===== src/rtl/mux_decoded_pipe.sv =====
// mux_decoded_pipe
// Pipelined, flow-controlled one-hot way selector. Each accepted request is
// reduced to one way, a miss flag and a multi-hot flag, and stored in a
// small circular output buffer with valid/ready handshaking on both sides.
//
// Ports
//   clk_in           clock, all state updates on the rising edge
//   reset_in         synchronous, active-high reset
//   way_flatted_in   NUM_WAY ways, way i at bits [i*W +: W]
//   sel_in           decoded select, bit i selects way i
//   valid_in         request valid
//   ready_out        buffer has room (function of occupancy only)
//   way_flatted_out  selected way at buffer head (0 when empty)
//   valid_out        head entry valid
//   ready_in         downstream accepts head
//   miss_out         head entry had an all-zero select (0 when empty)
//   multi_hot_out    head entry had several select bits set (0 when empty)
//
// Build option
//   MUX_DECODED_PIPE_PRIORITY_EN  when defined, a multi-hot select resolves
//                                 to the lowest-index selected way; when
//                                 undefined, all selected ways are ORed.

module mux_decoded_pipe #(
  parameter int unsigned SINGLE_WAY_WIDTH_IN_BITS = 4,
  parameter int unsigned NUM_WAY                  = 8,
  parameter int unsigned BUFFER_DEPTH             = 2
) (
  input  logic                                        clk_in,
  input  logic                                        reset_in,
  input  logic [SINGLE_WAY_WIDTH_IN_BITS*NUM_WAY-1:0] way_flatted_in,
  input  logic [NUM_WAY-1:0]                          sel_in,
  input  logic                                        valid_in,
  output logic                                        ready_out,
  output logic [SINGLE_WAY_WIDTH_IN_BITS-1:0]         way_flatted_out,
  output logic                                        valid_out,
  input  logic                                        ready_in,
  output logic                                        miss_out,
  output logic                                        multi_hot_out
);

  localparam int unsigned W     = SINGLE_WAY_WIDTH_IN_BITS;
  localparam int unsigned CNT_W = $clog2(BUFFER_DEPTH + 1);
  localparam int unsigned PTR_W = (BUFFER_DEPTH > 1) ? $clog2(BUFFER_DEPTH) : 1;

  localparam logic [CNT_W-1:0] DEPTH_CNT = CNT_W'(BUFFER_DEPTH);
  localparam logic [PTR_W-1:0] LAST_PTR  = PTR_W'(BUFFER_DEPTH - 1);

  // One buffered result: selected way plus its select-quality flags.
  typedef struct packed {
    logic [W-1:0] data;
    logic         miss;
    logic         multi_hot;
  } entry_t;

  // Circular pointer advance; depth need not be a power of two.
  function automatic logic [PTR_W-1:0] ptr_inc(input logic [PTR_W-1:0] p);
    logic [PTR_W-1:0] n;
    if (p == LAST_PTR) n = '0;
    else               n = p + PTR_W'(1);
    return n;
  endfunction

  // ---------------------------------------------------------------------
  // Select datapath, evaluated before the push
  // ---------------------------------------------------------------------
  logic [W-1:0] sel_result_c;
  logic         sel_miss_c;
  logic         sel_multi_c;

`ifdef MUX_DECODED_PIPE_PRIORITY_EN
  // Lowest-index set bit wins; later matches are ignored once one is found.
  logic sel_found_c;

  always_comb begin
    sel_result_c = '0;
    sel_found_c  = 1'b0;
    for (int i = 0; i < NUM_WAY; i++) begin
      if (sel_in[i] && !sel_found_c) begin
        sel_result_c = way_flatted_in[i*W +: W];
        sel_found_c  = 1'b1;
      end
    end
  end
`else
  // AND-OR mux: every selected way contributes to the result.
  always_comb begin
    sel_result_c = '0;
    for (int i = 0; i < NUM_WAY; i++) begin
      sel_result_c = sel_result_c | (way_flatted_in[i*W +: W] & {W{sel_in[i]}});
    end
  end
`endif

  // Clearing the lowest set bit leaves something only if two or more were set.
  always_comb begin
    sel_miss_c  = ~|sel_in;
    sel_multi_c = |(sel_in & (sel_in - NUM_WAY'(1)));
  end

  // ---------------------------------------------------------------------
  // Output buffer control
  // ---------------------------------------------------------------------
  logic [CNT_W-1:0] count_q;
  logic [PTR_W-1:0] rd_ptr_q;
  logic [PTR_W-1:0] wr_ptr_q;
  logic             push_c;
  logic             pop_c;

  // ready_out depends on occupancy only, so a full buffer refuses a push
  // even when the head is popped in the same cycle.
  assign ready_out = (count_q < DEPTH_CNT);
  assign valid_out = (count_q != '0);
  assign push_c    = valid_in && ready_out;
  assign pop_c     = valid_out && ready_in;

  always_ff @(posedge clk_in) begin
    if (reset_in) begin
      count_q  <= '0;
      rd_ptr_q <= '0;
      wr_ptr_q <= '0;
    end else begin
      if (push_c) wr_ptr_q <= ptr_inc(wr_ptr_q);
      if (pop_c)  rd_ptr_q <= ptr_inc(rd_ptr_q);
      case ({push_c, pop_c})
        2'b10:   count_q <= count_q + CNT_W'(1);
        2'b01:   count_q <= count_q - CNT_W'(1);
        default: count_q <= count_q;
      endcase
    end
  end

  // ---------------------------------------------------------------------
  // Storage: contents are qualified by count_q, so no reset is needed
  // ---------------------------------------------------------------------
  entry_t mem_q [BUFFER_DEPTH];
  entry_t head_c;

  always_ff @(posedge clk_in) begin
    if (push_c && !reset_in) begin
      mem_q[wr_ptr_q] <= '{data: sel_result_c, miss: sel_miss_c, multi_hot: sel_multi_c};
    end
  end

  assign head_c = mem_q[rd_ptr_q];

  // Head fields are forced to zero whenever no entry is valid.
  assign way_flatted_out = head_c.data & {W{valid_out}};
  assign miss_out        = head_c.miss & valid_out;
  assign multi_hot_out   = head_c.multi_hot & valid_out;

endmodule


===== config.mk =====
export PLATFORM = sky130hd
export DESIGN_NAME = mux_decoded_pipe
export DESIGN_NICKNAME = d
export VERILOG_FILES = /design/src/rtl/mux_decoded_pipe.sv
export SDC_FILE = /design/constraint.sdc
export NUM_CORES = 1
export LEC_CHECK = 0
export ABC_AREA = 1
export BUFFER_PORTS_ARGS = -buffer_cell sky130_fd_sc_hd__buf_2
export CAP_MARGIN = 20
export CORE_UTILIZATION = 45
export DETAILED_ROUTE_END_ITERATION = 10
export GPL_ROUTABILITY_DRIVEN = 0
export GPL_TIMING_DRIVEN = 0
export PLACE_DENSITY_LB_ADDON = 0.15
export SLEW_MARGIN = 20
export SYNTH_ARGS = -nofsm -noshare
export SYNTH_HDL_FRONTEND = slang
export SYNTH_SLANG_ARGS = --single-unit

===== constraint.sdc =====
create_clock -name clk_in -period 2.7 [get_ports clk_in]
set_input_delay 0.405 -clock clk_in [delete_from_list [all_inputs] [get_ports clk_in]]
set_output_delay 0.405 -clock clk_in [all_outputs]
set_load 0.01 [all_outputs]

==> reports/results.ini <==
[clock_tree]
cts_resized=0
cts-root-buf=clkbuf_4
clk_pin_slew_ns=0.09
cts.path.max_buffers=2
cts_hold_buf=0
htreeDepth=1
clkLatencyLatePin_ns=0.27
cts_tree=built
post_cts_buffers=0
cts_buffers=3
clkSinkCount=17

[setup_path]
worst-path-buf-inv=1
critical-path-slowest-cell=nor3_1
timing.rr.end=mem_q[1][3]
path_class=reg -> reg
crit_required_ns=2.60
worstPathArrival_ns=1.51
path_delay_family=simple AND/OR/NAND/NOR gates
endpoint_kind=register
r2r_cells=3
cp_num_cells=3
worstPathMaxFanout=6
worstPathCellList=inv_1, nand2_2, nor3_1
cp-start-kind=register
r2r_setup_slack_ns=1.09
critPathMaxStageDelay_ns=0.65
worstReg2RegStart=count_q[1]

[layout]
instances_no_fill=222
nNetsFinal=241
diodes=0
drive_gt1_frac=0.308
area_delta_synth_final_pct=31.5
utilization=0.651

[place]
place_hpwl_mm=1.81
dp_slack_ns=1.08
placement.io_buffers=51
dpl.cell_count=218

[hold_path]
hp-class=in -> reg
min_to=wr_ptr_q
holdCritStartpoint=reset_in
whs_path_depth=2

[timing]
tns_ns=0
clock_skew_ns=0.00911
relSlewSlack=0.435
fin_ws_ns=1.09
period_share=0.596
drv_slew=0
max_clock_freq_mhz=621
finalHoldViolCount=0
rsz0062_at_grt=false
hold_slack_ns=0.320
finalSetupViolCount=0
worstMarginPinSlew_ns=0.842
period_minus_slack_ns=1.61

[detailed_routing]
drtPass1Iterations=4
drc_errors=0
highest_layer=met4
drt-total-wl_mm=2.11
routed_via_density=4.66
vias=1035
post_drt_wl_per_cell_um=9.51
wl_met1_um=931
ant_nets=0
route.met2.wl_mm=1.08
wl_met3_um=89
dr.first_iter.drc_count=26

[floorplanning]
coreArea_mm2=0.00202
dieArea_mm2=0.00242
std_cell_rows=16
initial_core_util=0.495
die_w_um=49.2
ioPinCount=52
die_h_um=49.2

[synthesis]
avgSynthCellArea_um2=7.15
netlist_area_mm2=0.00100
synth_top_area_share=0.360
syn-num-nets=185
ys_ff_latch=17
yosys.area.top_type=edfxtp_1
synth_cell_types=17
seq_area_frac_synth=0.460
synth_area_leaders=edfxtp_1, nand2_1, dfxtp_1
yosysWarnings=0
syn_inst=140

[global_routing]
overflow=0
grt_usage=0.201
grt_pass1_wl_mm=3.79
grt_max_degree=10
antenna_found_initial=0
grt_pass1_vias=953

[flow_run]
cap_violations=0

[pwr]
ir_drop_mv=0.317
leakagePower_uw=0.000672
p_per_area_mw_per_mm2=584

[status]
status=finished clean

## logic make-up (layout without fill, tap and decap cells)
group / count (synthesis) / after routing / share of synthesized area
and+or+nand+nor: 91 / 91 / 0.390
DFF: 17 / 17 / 0.460
AOI/OAI and AO/OA: 16 / 16 / 0.0812
buffers and inverters: 15 / 70 / 0.0562
adders and majority gates: 1 / 1 / 0.0125
## layer usage
| metal | GRT usage | vias up |
|---|---|---|
| li1 | - | 564 |
| met1 | 0.230 | 435 |
| met2 | 0.372 | 34 |
| met3 | 0.0374 | 2 |
| met4 | 0.0637 | 0 |
| met5 | 0 | - |
## how the worst max path moves through the flow
stage / slack (ns) / endpoint / start
floorplan: 1.30 / mem_q[1][0] / count_q[1]
global placement: 1.08 / mem_q[1][3] / valid_in
detailed placement: 1.08 / mem_q[1][3] / valid_in
CTS: 1.08 / mem_q[1][3] / count_q[1]
global route: 0.93 / multi_hot_out / register
finish: 1.09 / mem_q[1][3] / count_q[1]
## power by group
part / switching [µW] / total (µW) / leakage [µW] / internal [µW]
registers: 29.2 / 340 / 0.000141 / 310
clock network: 67.4 / 125 / 0.0000150 / 57.1
logic: 182 / 304 / 0.000516 / 122
## cell usage after synthesis
cell type	n
a21oi_1	13
a31oi_1	1
dfxtp_1	5
edfxtp_1	12
ha_1	1
inv_1	15
nand2_1	58
nand2_2	3
nand3_1	11
nand4_1	2
nor2_1	11
nor2_2	1
nor2_4	2
nor3_1	2
o21ai_0	1
o21ai_1	1
or2_1	1
## cell type report
type	instances	area [µm²]
fill	174	706
multi-input combinational	108	484
sequential	17	460
timing repair buffer	51	255
inverter	15	56.3
tap	27	33.8
clock buffer	4	26.3
## layout by cell type (no fill, tap or decap), types with 2 or more instances in the layout
cell / synthesis / routed
dfxtp_1: 5 / 5
nand2_1: 58 / 58
buf_2: 0 / 51
nand2_2: 3 / 3
nor2_1: 11 / 11
inv_1: 15 / 15
edfxtp_1: 12 / 12
clkbuf_4: 0 / 3
a21oi_1: 13 / 13
nor3_1: 2 / 2
nand4_1: 2 / 2
nand3_1: 11 / 11
nor2_4: 2 / 2
## registers in the layout, summed over array words and instances (netlist names), named ones only
name and count:
mem_q 12, rd_ptr_q 1, count_q 2, wr_ptr_q 1
## through the flow
| step | total power [µW] | cell area, µm² |
|---|---|---|
| CTS | 774 | 1320 |
| finish | 768 | 1320 |
| floorplan | 528 | 1000 |
| detailed placement | 651 | 1290 |
| global route | 836 | 1320 |
| global placement | 635 | 1290 |
Power figures use the tool's default switching activity.
